===== src/rtl/char_in.sv =====
// Terminal receive path: detects in_strobe rising edges, buffers characters in a
// show-ahead FIFO for the processor, and flags characters dropped while full.
module char_in #(
   parameter int DEPTH = 16
) (
   input  logic                       clk,
   input  logic                       resetn,
   input  logic [7:0]                 in_char,
   input  logic                       in_strobe,
   output logic [7:0]                 char_data,
   output logic                       char_valid,
   input  logic                       char_ack,
   output logic [$clog2(DEPTH):0]     char_count,
   output logic                       overflow,
   input  logic                       ovf_clear
);

   localparam int AW = $clog2(DEPTH);
   localparam int CW = AW + 1;

   logic [7:0]    mem [DEPTH];
   logic [AW-1:0] wr_ptr;
   logic [AW-1:0] rd_ptr;
   logic [CW-1:0] count;
   logic          strobe_q;

   logic push_req;
   logic pop;
   logic full;
   logic push;
   logic drop;

   always_comb begin
      push_req = in_strobe & ~strobe_q;
      pop      = char_ack & (count != '0);
      full     = (count == CW'(DEPTH));
      push     = push_req & (~full | pop);
      drop     = push_req & full & ~pop;
   end

   // strobe_q resets high so a strobe already asserted at reset release is ignored
   always_ff @(posedge clk or negedge resetn) begin
      if (!resetn) begin
         strobe_q <= 1'b1;
         wr_ptr   <= '0;
         rd_ptr   <= '0;
         count    <= '0;
         overflow <= 1'b0;
      end else begin
         strobe_q <= in_strobe;
         if (push) wr_ptr <= wr_ptr + AW'(1);
         if (pop)  rd_ptr <= rd_ptr + AW'(1);
         case ({push, pop})
            2'b10:   count <= count + CW'(1);
            2'b01:   count <= count - CW'(1);
            default: count <= count;
         endcase
         if (drop)
            overflow <= 1'b1;
         else if (ovf_clear)
            overflow <= 1'b0;
      end
   end

   // Storage is deliberately not reset; only the pointers define what is valid.
   always_ff @(posedge clk) begin
      if (push) mem[wr_ptr] <= in_char;
   end

   assign char_data  = mem[rd_ptr];
   assign char_valid = (count != '0);
   assign char_count = count;

endmodule


===== config.mk =====
export PLATFORM = sky130hd
export DESIGN_NAME = char_in
export DESIGN_NICKNAME = d
export VERILOG_FILES = /design/src/rtl/char_in.sv
export SDC_FILE = /design/constraint.sdc
export NUM_CORES = 1
export LEC_CHECK = 0
export ABC_AREA = 1
export CAP_MARGIN = 20
export CELL_PAD_IN_SITES_DETAIL_PLACEMENT = 0
export CELL_PAD_IN_SITES_GLOBAL_PLACEMENT = 2
export CORE_MARGIN = 2
export CORE_UTILIZATION = 45
export DETAILED_ROUTE_END_ITERATION = 6
export PLACE_DENSITY = 0.81
export SYNTH_ARGS = -nofsm -noshare
export SYNTH_HDL_FRONTEND = slang
export SYNTH_SLANG_ARGS = --single-unit

===== constraint.sdc =====
create_clock -name clk -period 3.1 [get_ports clk]
set_input_delay 0.62 -clock clk [delete_from_list [all_inputs] [get_ports clk]]
set_output_delay 0.62 -clock clk [all_outputs]
set_load 0.02 [all_outputs]

== Yosys cells after proc, flatten, opt, wreduce, memory -nomap -nowiden ==
Memories as Yosys holds them, arrays and structs flattened.
Index checks and enable logic that the tools add are counted.

* Reductions and logical operators: 3
* Add/subtract/negate cells: 4
* Equality and inequality tests: 3
* Muxes and demuxes: 5
* Bitwise gates (word level): 9

{| class="wikitable"
|+ Operators with widths
! kind !! count
|-
| $pmux W5 S2 || 1
|-
| $add A4 B1 Y4 const B || 2
|-
| $add A5 B1 Y5 const B || 1
|-
| $and A1 B1 Y1 || 5
|-
| $eq A5 B5 Y1 const B || 1
|-
| $reduce_bool A5 Y1 || 1
|-
| $sub A5 B1 Y5 const B || 1
|-
| $mux W1 || 4
|-
| $reduce_bool A2 Y1 || 2
|-
| $not A1 Y1 || 3
|-
| $eq A2 B1 Y1 const B || 1
|-
| $eq A2 B2 Y1 const B || 1
|-
| $or A1 B1 Y1 || 1
|}

* Word-level logic and storage cells: 30
* RAM bits: 128
* Bits of input ports: 13
* Memories kept: 1
* Flip-flop bits (word level): 15

{| class="wikitable"
|+ Memory list
! name !! words !! bits a word !! rd ports !! clocked after memory_dff !! write ports !! RTL line !! source
|-
| mem || 16 || 8 || 1 || 0 || 1 || 21 || <nowiki>logic [7:0] mem [DEPTH];</nowiki>
|}

== Logic depth before layout (Yosys ltp) ==
Gate-level depths: netlist (run 1).

* Word-level depth: 6
* Mapped depth: 15

== Least setup slack after synthesis (run 1) ==
Ideal clock, no wire load.

* Kind: input to register
* Start point: in in_strobe
* End point: mem mem[11][0] (enable)
* Data required time: 2730 ps
* Setup time: 370 ps
* Data arrival time: 1542 ps
* Setup slack: 1188 ps
* Cell stages on the path: 6
* Cells stage by stage: nand2_1 -> inv_1 -> nand2_1 -> nor2_1 -> inv_1 -> nor2_1

* Cells in the longest elaborated chain, start to end: 4

{| class="wikitable"
|+ Ends and longest elaborated chain
! item !! RTL line !! source
|-
| start: declaration || 9 || <nowiki>input logic in_strobe,</nowiki>
|-
| $and A1 B1 Y1 || 34 || <nowiki>push_req = in_strobe & ~strobe_q;</nowiki>
|-
| $and A1 B1 Y1 || 37 || <nowiki>push = push_req & (~full | pop);</nowiki>
|-
| $mux W1 || 67 || <nowiki>if (push) mem[wr_ptr] <= in_char;</nowiki>
|-
| $mux W1 (not written as such) || 67 ||
|-
| end: declaration || 21 ||
|}

Every way passes these cells.

== Worst setup path in the final report (run 1) ==
* Start point: reg rd_ptr[0]
* End point: out char_data[2]

* Cells in the longest elaborated chain, start to end: 1

{| class="wikitable"
|+ Ends and longest elaborated chain
! item !! RTL line !! source
|-
| start: declaration || 23 || <nowiki>logic [AW-1:0] rd_ptr;</nowiki>
|-
| start signal: assignment || 52 || <nowiki>if (pop) rd_ptr <= rd_ptr + AW'(1);</nowiki>
|-
| $mem_v2 Z16 W8 || - ||
|-
| end: declaration || 10 || <nowiki>output logic [7:0] char_data,</nowiki>
|}

Every way passes these cells.

==> key figures, run 1 <==
Outcome
  – Status: completed

Yosys
  – Cell taking the most area after synthesis: edfxtp_1
  – Synth area leaders: edfxtp_1 (64%), dfrtp_1 (5.9%), nor2_1 (4.5%)
  – Post-synth top area share: 0.643
  – Distinct cells, synth: 30
  – YS warnings: 0
  – Synth Cell Area: 5980 µm²
  – Post-synthesis sequential area ratio: 0.706
  – Mapped Cells: 452
  – Seq cells post-synth: 143
  – Post-Syn Nets: 472
  – Avg Cell Area, Syn: 13.2 µm²

Place
  – Placement Setup Slack: 318 ps
  – Hpwl dp: 8230 µm
  – Dpl cells: 662
  – Port Buffers: 27
  – GP Congestion: 0.783
  – Post-DP Area: approximately 6600 µm²

Cells and area
  – Post-route insts no fill: 697
  – ANT cells: 0
  – Synthesis-to-finish area growth: 21.1%
  – NumNets Final: 528
  – Design area: just over 7000 µm²
  – Fillers: around 1100
  – Reg area: approximately 4200 µm²
  – Layout cells sized above 1: 0.144
  – Footprint of the multi-input gates: about 1500 µm²

Clock tree
  – Number of hold buffers added after cts: 0
  – TritonCTS Buffers: 17
  – CTS Buffer Depth: 2
  – Clk sinks: 143
  – CTS tree: yes
  – CTS root buf: clkbuf_16
  – CTS clk-pin slew, worst paths: 50 ps
  – Clk_lat worst skew: 420 ps
  – H-tree depth: 4

Floorplan
  – Chip height: ~120 µm
  – Floorplan row count: 42
  – Area of the die: 14200 µm²
  – Die span in x: 119 µm
  – Num ports: 28
  – Core footprint: 13100 µm²
  – Starting Density: 0.457

STA
  – Slew @ Worst Pin: around 770 ps
  – Setup_tns: 0 ps
  – # setup viols final: 0
  – Final min period: between 2000 and 3000 ps
  – Setup ws final: around 140 ps
  – Final Hold Fails: 0
  – Slew margin rel.: 0.487
  – Clock Skews: 8.53 ps
  – Final cycle utilization of the critical path: 0.954
  – RSZ-0062 raised after global routing: false
  – Max-slew violations: 0
  – Peak Freq: 338 MHz

Route
  – Initial DRT Pass Iterations: 5
  – Drt wl/cell: 18.5 µm
  – DRC viols: 0
  – Vias per cell: ~5.3
  – DRT iter0 DRCs: 298
  – Post-route ant nets: 0
  – Routed Wire Length: between 10000 and 15000 µm
  – Via count: 3707

Power and ir drop
  – Peak VDD IR: 0.000442 V
  – Pleak: 0.00270 µW
  – Pwr/cell area: roughly 930 nW/µm²

Global routing
  – Grt ovf: 0
  – Tot GR Track Use: 0.195
  – Vias in the first global route: 3609
  – Initial antenna violation count: 0
  – First-pass GRT wire length: 20200 µm
  – Largest net degree at the start of global routing: 68

Worst setup path
  – Required @ worst endpoint: roughly 2500 ps
  – Kind of cell adding the most delay to the critical path: buffers and inverters
  – CP bufs+invs: 3
  – Crit-path cells: inv_2, buf_8, nor2_1, o221ai_1, o211ai_1, nand2_1, clkdlybuf4s50_1
  – Critical-path cell with the highest stage delay: clkdlybuf4s50_1
  – Crit start category: register
  – Crit. End Element: primary output
  – Setup CP Type: reg -> out
  – Crit Path Max Fanout: 24
  – Crit path DAT: 2340 ps
  – CP peak stage delay: 600 ps

Flow run
  – Maxcap violations: 0

Min path
  – Min-delay worst type: reg -> reg
## tightest hold or removal path, delay by kind of cell (launching register included)
family	cells	cell delay, ps
compound gates	1	60
buf+inv	1	60
flops	1	380
## synth_stat cells, drive strengths merged
cell      n
nor3      2
clkinv    1
ha        7
nor4      1
dfstp     1
o211ai    8
inv      27
dfrtp    14
o221ai   22
o22ai     3
buf      14
mux2i    22
o32ai     8
edfxtp  128
nand2    43
nor2     74
clkbuf    8
o21ai    39
nand3    19
xor2      8
nand4     3
## state kept, by name, summed over array words and instances (netlist names)
| register | cells |
|---|---|
| char_count | 5 |
| mem | 128 |
| overflow | 1 |
| rd_ptr | 4 |
| strobe_q | 1 |
| wr_ptr | 4 |
## through the flow
stage,power [µW],utilization,hold slack (ps)
floorplan,3990,-,324
global placement,4800,0.505,524
detailed placement,4840,0.505,530
CTS,6820,0.551,547
global route,7150,0.553,572
finish,6760,0.553,544
## layer usage
metal  up-vias  track usage  share of wire  routed length, µm
met5         -            0              0                  0
met4         0       0.0528         0.0089                115
met3        14       0.0565          0.045                581
met2        78        0.306           0.48               6190
met1      1836        0.266           0.47               6020
li1       1779            -              -                  -
## area by class of cell
class | instances | share of cell area
clock buffers | 26 | 0.0719
clock inverters | 6 | 0.00761
inverters | 28 | 0.0145
multi-input cells | 259 | 0.212
flip-flops and latches | 143 | 0.584
well taps | 176 | 0.0304
repair buffers | 59 | 0.0802
## worst paths after layout
kind,start,to,slack (ps),depth (start not counted)
min in group asynchronous,resetn,rd_ptr[2],650,1
worst max-delay path,rd_ptr[0],char_data[2],140,7
worst min-delay path,overflow,overflow,540,2
worst max register to register,strobe_q,char_count[4],1210,14
worst min register to register,overflow,overflow,540,2
max in group asynchronous,resetn,rd_ptr[0],1920,1
## report_power, final
part	switching, µW	leakage, µW	internal, µW
Sequential	155	0.00133	2280
Combinational	1450	0.00108	933
Clock	713	0.000289	1230
## cells by family after synthesis
| kind of cell | Yosys count | synth area share |
|---|---|---|
| xor+xnor | 8 | 0.0117 |
| compound gates | 80 | 0.0898 |
| mux | 22 | 0.0368 |
| buf+inv | 50 | 0.0377 |
| flops | 143 | 0.706 |
| fa+ha+maj | 7 | 0.0147 |
| simple gates | 142 | 0.103 |
## timing repair
action	in CTS	in global routing
gates resized for setup	4	8
endpoints found under the setup margin	8	6
pin swaps	0	0
setup buffers	2	1
## cell usage in the layout, fill, tap and decap left out, types with 3 or more instances in the layout
cell type        count
nand3_1             17
clkbuf_8             4
o32ai_1              8
buf_4               26
buf_12               3
inv_2                3
nor2_2               3
o211ai_1             8
o21ai_1              5
mux2i_1             22
clkbuf_16           18
nor2_1              71
ha_1                 7
clkinv_2             5
clkbuf_1             4
o21ai_0             34
o22ai_1              3
edfxtp_1           128
nand2_2              3
xor2_1               8
nand4_1              3
o221ai_1            22
inv_1               24
dlymetal6s2s_1       6
dfrtp_1             12
nand2_1             39
clkdlybuf4s50_1     20
Note: power is estimated with default switching activity, not from simulation.
==> run 2, diff against run 1 <==
CAP_MARGIN = not set   (was 20)
==> results of run 2 <==
Final layout, timing and power as in run 1 (identical DEF).
==> run 3, diff against run 2 <==
CORE_ASPECT_RATIO = 0.9   (was not set)
CORE_MARGIN = 3   (was 2)
CORE_UTILIZATION = 46   (was 45)
PLACE_DENSITY = 0.82   (was 0.81)
==> run 3 against run 2 <==
  * Non-clock buffer count shrank 10
  * Sequential power hardly changed
  * Cell count down 3.7%
  * Count of clock-buffer cells in the layout shrank 6
  * Worst setup slack worse by 0.90 ps
  * Highest routed layer unchanged
  * First-iteration DRC count rose by 5.0%
  * Fmax barely moved
  * Largest cell class unchanged
==> key figures, run 3 (synthesis gave the netlist of run 1 again) <==
Outcome
  – Status: completed (unchanged)

Power and ir drop
  – Switch Pwr: 2280 µW (was 2320 µW)
  – Int Pwr: 4550 µW (was 4440 µW)
  – Pleak: 0.00259 µW (was 0.00270 µW)
  – Combinational power share: 0.335 (was 0.353)
  – Switch share: 0.334 (was 0.343)
  – Clock share of power: 0.307 (was 0.287)
  – Pwr/cell area: 954 nW/µm² (was 934 nW/µm²)
  – Sequential share of power: 0.358 (was 0.360)
  – Peak VDD IR: 0.000440 V (was 0.000442 V)

Route
  – Post-route ant nets: 0 (unchanged)
  – Initial DRT Pass Iterations: 4 (was 5)
  – Via count: 3615 (was 3707)
  – Drt wl/cell: 18.5 µm (about the same)
  – DRC viols: 0 (unchanged)
  – Routed Wire Length: 12400 µm (was 12900 µm)
  – DRT iter0 DRCs: 313 (was 298)
  – Vias per cell: 5.39 (was 5.32)

Worst setup path
  – Crit. End Element: primary output (unchanged)
  – Worst setup path start: rd_ptr[0] (unchanged)
  – Crit start category: register (unchanged)
  – Flop2flop setup slack: 1190 ps (was 1210 ps)
  – Reg2Reg Depth: 14 (unchanged)
  – Worst r2r dst: char_count[4] (unchanged)
  – CP endpoint: char_data[3] (was char_data[2])
  – Crit path DAT: 2340 ps (about the same)
  – Setup CP Type: reg -> out (unchanged)
  – Launching point of the worst reg2reg path: strobe_q (unchanged)
  – Required @ worst endpoint: 2480 ps (about the same)
  – Crit Path Max Fanout: 43 (was 24)

STA
  – Max-slew violations: 0 (unchanged)
  – Setup_tns: 0 ps (unchanged)
  – Final cycle utilization of the critical path: 0.955 (was 0.954)
  – RSZ-0062 raised after global routing: false (unchanged)
  – Worst Hold Slack: 536 ps (was 544 ps)
  – # setup viols final: 0 (unchanged)
  – Clock Skews: 10.9 ps (was 8.53 ps)
  – Final min period: 2960 ps (about the same)
  – Peak Freq: 338 MHz (about the same)
  – Setup ws final: 141 ps (was 142 ps)
  – Final Hold Fails: 0 (unchanged)
  – Slew margin rel.: 0.499 (was 0.487)
  – Slew @ Worst Pin: 750 ps (was 768 ps)

Floorplan
  – Core footprint: 12400 µm² (was 13100 µm²)
  – Num ports: 28 (unchanged)
  – Floorplan row count: 38 (was 42)
  – Area of the die: 14400 µm² (was 14200 µm²)
  – Starting Density: 0.484 (was 0.457)
  – Die span in x: 126 µm (was 119 µm)
  – Chip height: 114 µm (was 119 µm)

Clock tree
  – CTS Buffer Depth: 2 (unchanged)
  – CTS tree: yes (unchanged)
  – H-tree depth: 4 (unchanged)
  – Clk sinks: 143 (unchanged)
  – Post-CTS setup buffer count: 0 (was 2)
  – CTS root buf: clkbuf_16 (unchanged)
  – Clk_lat worst skew: 420 ps (about the same)
  – TritonCTS Buffers: 17 (unchanged)
  – CTS clk-pin slew, worst paths: 60 ps (was 50 ps)
  – Number of hold buffers added after cts: 0 (unchanged)

Place
  – Hpwl dp: 8030 µm (was 8230 µm)
  – Post-DP Area: 6530 µm² (was 6610 µm²)
  – GP Congestion: 0.753 (was 0.783)
  – Placement Setup Slack: 532 ps (was 318 ps)
  – Port Buffers: 27 (unchanged)

Global routing
  – Initial antenna violation count: 0 (unchanged)
  – Vias in the first global route: 3696 (was 3609)
  – Largest net degree at the start of global routing: 68 (unchanged)
  – First-pass GRT wire length: 20200 µm (about the same)
  – Grt ovf: 0 (unchanged)
  – Tot GR Track Use: 0.187 (was 0.195)

Cells and area
  – ANT cells: 0 (unchanged)
  – Footprint of the multi-input gates: 1530 µm² (unchanged)
  – Commonest non-fill, non-tap cells in the layout: edfxtp_1 (128), nor2_1 (71), nand2_1 (39) (unchanged)
  – Commonest non-fill, non-tap cell in the layout: edfxtp_1 (unchanged)
  – Design area: 7150 µm² (was 7240 µm²)
  – Fillers: 1037 (was 1065)
  – Synthesis-to-finish area growth: 19.7% (was 21.1%)
  – Reg area: 4220 µm² (about the same)
  – NumNets Final: 518 (was 528)
  – Max reg flops: 128 (unchanged)
  – Layout cells sized above 1: 0.131 (was 0.144)
  – Largest Register: mem (unchanged)

Flow run
  – Maxcap violations: 0 (unchanged)

Min path
  – Min-delay worst type: reg -> reg (unchanged)
run 3: cell count changes in the layout (fill, tap and decap cells not counted), moves of 2 or more:
cell,previous run,this run
clkbuf_8,4,1
buf_4,26,18
clkdlybuf4s50_1,20,27
clkinvlp_4,0,2
buf_8,2,0
dlymetal6s2s_1,6,0
clkbuf_1,4,2
bufinv_16,1,4
run 3: worst min-delay path by stage:
stage	startpoint	end	slack [ps]	cells after the start
after floorplan	resetn	char_count[0]	320	0
after global routing	overflow	overflow	580	2
after global placement	overflow	overflow	520	2
after detailed placement	overflow	overflow	530	2
final	overflow	overflow	540	2
after CTS	overflow	overflow	540	2
run 3: stage by stage:
step,cells,total power (µW),utilization
floorplan,452,3990,-
global placement,639,4760,0.528
detailed placement,639,4790,0.528
CTS,671,6900,0.578
global route,671,7230,0.579
finish,671,6820,0.579
run 3: what timing repair did:
item                                    4_1_cts  5_1_grt
resized for setup                             0        2
endpoints found under the setup margin        0        6
hold endpoints to repair                      0        0
run 3: layer usage:
layer  vias to the layer above  part of all wire  global-route usage
li1                       1760                 -                   -
met1                      1761              0.45               0.248
met2                        84              0.49               0.300
met3                        10             0.059              0.0560
met4                         0            0.0072              0.0629
met5                         -                 0                   0
run 3: power groups by stage:
stage	logic, µW	registers [µW]	clock network, µW
global placement	2300	2460	0
finish	2280	2440	2090
CTS	2320	2440	2140
detailed placement	2310	2470	0
global route	2550	2460	2230
floorplan	1540	2440	0
run 3: layout make-up:
class                      instances  share of cell area
clock buffer                      20              0.0625
clock inverter                    12              0.0234
inverter                          28              0.0147
multi-input combinational        259               0.214
sequential                       143               0.591
tap                              160              0.0280
timing repair buffer              49              0.0667
run 3: critical path, stage by stage (launching register included):
cell and delay [ps]:
dfrtp_2 440, inv_2 80, buf_12 210, nor2_1 60, o221ai_1 250, o211ai_1 130
nand2_1 120, clkdlybuf4s50_1 610
